**config.mk**
```make
export PLATFORM = sky130hd
export DESIGN_NAME = wrr_grant_scheduler
export DESIGN_NICKNAME = d
export VERILOG_FILES = /design/src/rtl/wrr_pkg.sv /design/src/rtl/wrr_grant_scheduler_rr_pick.sv /design/src/rtl/wrr_grant_scheduler.sv
export SDC_FILE = /design/constraint.sdc
export NUM_CORES = 1
export LEC_CHECK = 0
export CAP_MARGIN = 20
export CORE_MARGIN = 5
export CORE_UTILIZATION = 48
export CTS_CLUSTER_DIAMETER = 150
export DETAILED_ROUTE_END_ITERATION = 8
export GPL_ROUTABILITY_DRIVEN = 0
export PLACE_DENSITY = 0.78
export SYNTH_ARGS = -nofsm -noshare
export SYNTH_HDL_FRONTEND = slang
export SYNTH_HIERARCHICAL = 1
export SYNTH_SLANG_ARGS = --single-unit
export TNS_END_PERCENT = 50
```
**constraint.sdc**
```tcl
create_clock -name clk -period 2.8 [get_ports clk]
set_clock_uncertainty 0.15 [all_clocks]
set_input_delay 0.56 -clock clk [delete_from_list [all_inputs] [get_ports clk]]
set_output_delay 0.56 -clock clk [all_outputs]
set_load 0.02 [all_outputs]
```
**src/rtl/wrr_pkg.sv**
```systemverilog
// wrr_pkg: shared state encoding, default sizes and quota helper for the WRR scheduler
package wrr_pkg;
  typedef enum logic [1:0] {IDLE, GRANT, GAP} state_t;
  localparam int DEF_N = 4;
  localparam int DEF_WEIGHT_W = 3;
  function automatic int eff_weight(input int w);
    return (w == 0) ? 1 : w;
  endfunction
endpackage

```
**src/rtl/wrr_grant_scheduler_rr_pick.sv**
```systemverilog
// rr_pick: rotating priority encoder, first set req bit at or above ptr modulo N
module rr_pick #(
  parameter int N = 4,
  parameter int ID_W = 2
) (
  input  logic [N-1:0]    req,
  input  logic [ID_W-1:0] ptr,
  output logic            any,
  output logic [ID_W-1:0] win_id,
  output logic [N-1:0]    win_onehot
);
  always_comb begin
    any = |req;
    win_id = '0;
    // scan downward so the candidate closest to ptr is written last
    for (int k = N - 1; k >= 0; k--)
      win_id = req[(int'(ptr) + k) % N] ? ID_W'((int'(ptr) + k) % N) : win_id;
    win_onehot = any ? (N'(1) << win_id) : '0;
  end
endmodule

```
**src/rtl/wrr_grant_scheduler.sv**
```systemverilog
// wrr_grant_scheduler: weighted round-robin grant of a single-beat port with one-cycle turnaround
module wrr_grant_scheduler
  import wrr_pkg::*;
#(
  parameter int N = DEF_N,
  parameter int WEIGHT_W = DEF_WEIGHT_W,
  parameter int ID_W = $clog2(N)
) (
  input  logic                  clk,
  input  logic                  rst,
  input  logic [N-1:0]          req,
  input  logic [N*WEIGHT_W-1:0] cfg_weight,
  input  logic                  beat_acc,
  output logic [N-1:0]          grant,
  output logic [ID_W-1:0]       grant_id,
  output logic                  busy
);
  state_t state;
  logic any, done;
  logic [ID_W-1:0] win_id, ptr;
  logic [N-1:0] win_onehot;
  logic [WEIGHT_W-1:0] beat_cnt, wt;

  rr_pick #(.N(N), .ID_W(ID_W)) u_pick (
    .req(req),
    .ptr(ptr),
    .any(any),
    .win_id(win_id),
    .win_onehot(win_onehot)
  );

  assign done = !req[grant_id] || (beat_acc && (beat_cnt + 1'b1) == wt);

  always_ff @(posedge clk) begin
    if (rst) begin
      state <= IDLE;
      ptr <= '0;
      beat_cnt <= '0;
      wt <= '0;
      grant <= '0;
      grant_id <= '0;
      busy <= 1'b0;
    end else begin
      case (state)
        IDLE, GAP: begin
          state <= any ? GRANT : IDLE;
          grant <= win_onehot;
          busy <= any;
          beat_cnt <= '0;
          if (any) begin
            grant_id <= win_id;
            wt <= WEIGHT_W'(eff_weight(int'(cfg_weight[int'(win_id)*WEIGHT_W +: WEIGHT_W])));
          end
        end
        GRANT: begin
          if (done) begin
            state <= GAP;
            grant <= '0;
            beat_cnt <= '0;
            ptr <= (grant_id == ID_W'(N - 1)) ? '0 : grant_id + 1'b1;
          end else
            beat_cnt <= beat_cnt + WEIGHT_W'(beat_acc);
        end
        default: begin
          state <= IDLE;
          grant <= '0;
          busy <= 1'b0;
        end
      endcase
    end
  end
endmodule

```
==> out/metrics.cfg, run 1 <==
[global_route]
gr-total-overflow = 0
antenna_found_initial = 0
grt_pass1_vias = 918
grt_max_degree = 14
grt_pass1_wl_um = 3910
grtUsageTotal_pct = 15.0

[timing]
fmax_ghz = 0.418
slew_viol_final = 0
final-setup-viol-count = 0
tightest_slew_ns = 0.682
slew_headroom_pct = 54.4
fin_crit_ns = 2.39
fin_crit_sh_pct = 85.4
tns_ns = 0
grt_setup_unrepaired = false
hold_viol = 0

[logic_synthesis]
yosys.cell_count.top_type = a21oi_1
netlist-cell-type-count = 39
seq_area_frac_synth_pct = 32.2
syn_inst = 118
synth-edff-count = 0
synth_common_cells = a21oi_1 (18), dfxtp_1 (17), nand2_1 (11)
ys_seq_elements = 17
synth_top_area_cell = dfxtp_1
synth_fp_nets = 141
ys.warnings.count = 6
yosysTopAreaCellShare_pct = 32.2
synthArstFlopShare_pct = 0
syn_area_um2 = 1060
synth_flop_cell = dfxtp_1
syn_area_per_cell_um2 = 8.97
synth_area_leaders = dfxtp_1 (32%), a21oi_1 (8.5%), mux4_2 (8.5%)

[final_layout]
design_area_um2 = 1340
fill_cells = 189
finalNetCount = 167
drive_gt1_share_pct = 14.0
diodes = 0
syn2layout_area_growth_pct = 27.0
final_cells = 171

[critical_path]
crit_path_max_fanout = 8
cp-start-kind = input pin
critical_path_required_ns = 2.88
crit_type = in2reg
worstPathArrival_ns = 2.47
crit_path_end_kind = flip-flop

[drt]
dr.max_layer_used = met4
dr.first_iter.drc_count = 19
route.detailed.drc = 0
post_drt_wl_per_cell_um = 13.8
drt_wl_total_um = 2350
wl_met3_um = 140
wl_met2_um = 1170
vias = 960
wl_met1_um = 995
ant_nets = 0
viasPerCell = 5.61
drt_pass1_iterations = 4

[cts]
cts_max_level = 1
ctsHoldBuffers = 0
post_cts_buffers = 0
cts_root_buf = clkbuf_4
cts_num_sinks = 17
clock_latency_ns = 0.30
cts_buffer_depth = 2
cts_buffers = 3
cts_tree = built
clk_pin_slew_ns = 0.10
cts_resized = 0

[die]
die_h_um = 57.0
start_util_pct = 49.3
ioPinCount = 26
die_w_um = 57.0
num_rows = 17
dieArea_um2 = 3240
core_um2 = 2150

[pwr]
irDropWorstVdd_mv = 0.303
p_per_area_nw_per_um2 = 444
p_total_uw = 597
leakage_uw = 0.000513

[outcome]
status = complete, no violations

[worst_hold_path]
hp-class = reg2reg

[flow_run]
maxCapViolCount = 0

[placed_design]
dpl_cell_area_um2 = 1320
dp.cells = 167
hpwl_um = 1880
io_buffers = 25

==> area by class of cell <==
class / count / area [µm²] / area share (%)
clock buffer: 3 / 22.5 / 1.68
tap: 28 / 35.0 / 2.61
timing repair buffer: 29 / 280 / 20.9
clock inverter: 1 / 5.00 / 0.372
sequential: 17 / 340 / 25.3
multi-input combinational: 90 / 649 / 48.3
inverter: 3 / 11.3 / 0.838
==> worst max-delay path: stages <==
cell             delay [ns]
clkdlybuf4s50_1        0.65
nor2_2                 0.09
a2111oi_2              0.39
nor2_1                 0.17
mux4_2                 0.32
nor2_1                 0.12
nor3_1                 0.05
nor3_1                 0.12
==> final timing paths <==
kind	startpoint	end	slack [ns]	cells past startpoint
setup / recovery	req[1]	wt[0]	0.41	8
hold / removal	grant[3]	grant[3]	0.33	2
setup reg to reg	ptr[1]	wt[0]	0.54	8
hold reg to reg	grant[3]	grant[3]	0.33	2
==> stage by stage <==
step	worst slack [ns]	util, %	hold slack [ns]
3_3_place_gp	0.167	61.3	0.305
2_1_floorplan	0.562	-	0.287
3_5_place_dp	0.115	61.3	0.313
4_1_cts	0.416	62.6	0.328
6_report	0.409	62.6	0.326
5_1_grt	0.215	62.6	0.353
==> state kept, by name, indices dropped and copies added, names as in the netlist <==
register and count:
beat_cnt 3, busy 1, grant 4, grant_id 2, ptr 2, state 2, wt 3
==> layer usage <==
metal / vias to the layer above / global-route usage [%]
met5: - / 0
met4: 0 / 6.29
met3: 6 / 3.39
met2: 36 / 26.3
met1: 446 / 17.4
li1: 472 / -
==> report_power, final <==
group	switching, µW	leakage (µW)	internal (µW)
combinational	85.1	0.000356	95.7
clock	82.3	0.0000177	53.2
sequential	20.9	0.000139	260
total	188	0.000513	409
==> cell usage in the layout (no fill, tap or decap), drive strengths merged <==
cell type       n
clkinv          1
o41a            1
clkdlybuf4s50  25
o31ai           1
o21bai          1
o31a            1
nand2          11
nor3            3
xor3            1
xor2            2
a21oi          18
nor2b           4
nand2b          7
inv             3
dfxtp          17
buf             4
o211a           1
a211oi          1
nand3b          1
a221oi          1
a21o            1
clkbuf          3
o21ai           3
o21a            1
a2111oi         1
mux4            4
nor3b           1
ha              4
or3             1
o221a           1
xnor2           1
nor2            8
nand3          10
==> logic make-up after synthesis <==
group                      Yosys count  share of synthesized area, %
xor gates and xnor gates             4                          4.73
DFF                                 17                          32.2
adders and majority gates            4                          4.73
AOI/OAI and AO/OA                   32                          21.0
muxes                                4                          8.51
buffers and inverters               11                          6.50
and+or+nand+nor                     46                          22.3
Power figures use the tool's default switching activity.
==> run 2, diff against run 1 <==
--- a/config.mk
+++ b/config.mk
@@ -8,6 +8,7 @@
 export CAP_MARGIN = 20
 export CORE_MARGIN = 5
 export CORE_UTILIZATION = 48
+export CTS_BUF_LIST = sky130_fd_sc_hd__clkbuf_16
 export CTS_CLUSTER_DIAMETER = 150
 export DETAILED_ROUTE_END_ITERATION = 8
 export GPL_ROUTABILITY_DRIVEN = 0
==> run 2 against run 1 <==
  * Combinational power hardly changed
  * Highest routed layer unchanged
  * Fmax is 3.0% lower
  * Power is 27% higher
  * Critical path type unchanged
==> out/metrics.cfg, run 2 (synthesis gave the netlist of run 1 again) <==
[placed_design]
io_buffers = 25
dp.cells = 167
hpwl_um = 1880

[global_route]
grt_pass1_wl_um = 4130
grt_pass1_vias = 930
antenna_found_initial = 0
gr-total-overflow = 0
grt_max_degree = 14
grtUsageTotal_pct = 16.7

[cts]
ctsHoldBuffers = 0
clk_pin_slew_ns = 0.06
cts_tree = built
cts_max_level = 1
cts_num_sinks = 17
cts_root_buf = clkbuf_16
post_cts_buffers = 0
cts_buffer_depth = 2
clock_latency_ns = 0.26
cts_resized = 0
cts_buffers = 3

[final_layout]
biggestRegsByFlops = grant: 4 flops, beat_cnt: 3 flops, wt: 3 flops
mostFrequentLayoutCell = clkdlybuf4s50_1
final_cells = 171
drive_gt1_share_pct = 14.0
diodes = 0
fill_cells = 179
finalNetCount = 167
largest_register = grant
largest_reg_flops = 4
regArea_um2 = 340
syn2layout_area_growth_pct = 31.9
multi_input_area_um2 = 649
layout_common_cells = clkdlybuf4s50_1 (25), a21oi_1 (18), dfxtp_1 (17), nand2_1 (11), nand3_1 (10)

[critical_path]
critPathLaunch = req[1]
cp_top_family = buffers and inverters
r2r_end = wt[0]
crit_buf_inv = 1
crit_type = in2reg
crit_path_max_fanout = 8
crit_slowest_cell = clkdlybuf4s50_1
critical_path_required_ns = 2.83
crit_path_end = wt[0]
crit_path_cell_trace = clkdlybuf4s50_1, nor2_2, a2111oi_2, nor2_1, mux4_2, nor2_1, nor3_1, nor3_1
r2r_slack_ns = 0.55
crit_path_end_kind = flip-flop
reg2reg_from = ptr[1]
worst_r2r_path_depth = 8
cp-start-kind = input pin
worst-path-stages = 8
critPathMaxStageDelay_ns = 0.65
worstPathArrival_ns = 2.50

[die]
core_um2 = 2150
die_w_um = 57.0
num_rows = 17
ioPinCount = 26
dieArea_um2 = 3240
start_util_pct = 49.3
die_h_um = 57.0

[worst_hold_path]
hp-start = grant[3]
hp-class = reg2reg

[drt]
dr.first_iter.drc_count = 21
drt_wl_total_um = 2470
drt_pass1_iterations = 4
vias = 972
ant_nets = 0
post_drt_wl_per_cell_um = 14.4
route.detailed.drc = 0
viasPerCell = 5.68

[timing]
fin_crit_ns = 2.46
fin_crit_sh_pct = 88.0
final-setup-viol-count = 0
fmax_ghz = 0.406
grt_setup_unrepaired = false
slew_headroom_pct = 52.9
hold_viol = 0
slew_viol_final = 0
tightest_slew_ns = 0.706
tns_ns = 0

[pwr]
seq_power_share_pct = 37.0
combPwrFrac_pct = 24.0
p_clk_share_pct = 39.0
cellInternalPower_uw = 548
leakage_uw = 0.000536
power_switching_uw = 213
irDropWorstVdd_mv = 0.362
p_per_area_nw_per_um2 = 545
p_sw_share_pct = 28.0

[flow_run]
maxCapViolCount = 0

[outcome]
status = complete, no violations

-- run 2: changes by cell type in the layout (fill, tap and decap cells not counted) --
cell / delta
clkbuf_16: +3
clkbuf_4: -3
-- run 2: through the flow --
stage	hold WS (ns)	power (µW)	setup slack, ns	cell area, µm²	utilization [%]
6_report	0.318	761	0.336	1400	65.0
5_1_grt	0.343	798	0.164	1400	65.0
4_1_cts	0.320	764	0.339	1400	65.0
3_5_place_dp	0.313	468	0.115	1320	61.3
3_3_place_gp	0.305	463	0.167	1320	61.3
2_1_floorplan	0.287	407	0.562	1060	-
-- run 2: area by class of cell --
| type | instances | share of cell area (%) |
|---|---|---|
| clock buffer | 3 | 5.38 |
| clock inverter | 1 | 0.358 |
| inverter | 3 | 0.806 |
| multi-input combinational | 90 | 46.5 |
| sequential | 17 | 24.4 |
| tap | 28 | 2.51 |
| timing repair buffer | 29 | 20.1 |
-- run 2: power by group through the flow --
stage / sequential, µW / combinational (µW) / clock (µW)
after detailed placement: 287 / 181 / 0
final: 282 / 183 / 297
after global placement: 287 / 177 / 0
after floorplan: 287 / 120 / 0
after CTS: 282 / 183 / 300
after global routing: 285 / 199 / 314
-- run 2: worst min path at each step --
| stage | to | slack [ns] | depth (start not counted) |
|---|---|---|---|
| after floorplan | wt[2] | 0.29 | 2 |
| after global placement | grant[0] | 0.31 | 2 |
| after detailed placement | grant[2] | 0.31 | 2 |
| after CTS | grant[2] | 0.32 | 2 |
| after global routing | wt[2] | 0.34 | 2 |
| final | grant[3] | 0.32 | 2 |
-- run 2: layer usage --
metal / vias up / global-route usage (%) / wire length (µm) / share of wire [%]
met5: - / 0 / 0 / 0
met4: 0 / 11.6 / 42 / 1.7
met3: 4 / 3.85 / 160 / 6.5
met2: 41 / 27.2 / 1230 / 50
met1: 455 / 19.2 / 1030 / 42
li1: 472 / - / - / -
-- run 2: worst min-delay path, delay by kind of cell, from the launching register on --
family,cells,cell delay [ns]
and+or+nand+nor,1,0.06
AOI/OAI and AO/OA,1,0.06
DFF,1,0.30
==> run 3, diff against run 2 <==
--- a/config.mk
+++ b/config.mk
@@ -5,6 +5,7 @@
 export SDC_FILE = /design/constraint.sdc
 export NUM_CORES = 1
 export LEC_CHECK = 0
+export ABC_CLOCK_PERIOD_IN_PS = 2800
 export CAP_MARGIN = 20
 export CORE_MARGIN = 5
 export CORE_UTILIZATION = 48
==> results of run 3 <==
Final layout, timing and power as in run 2 (identical DEF).
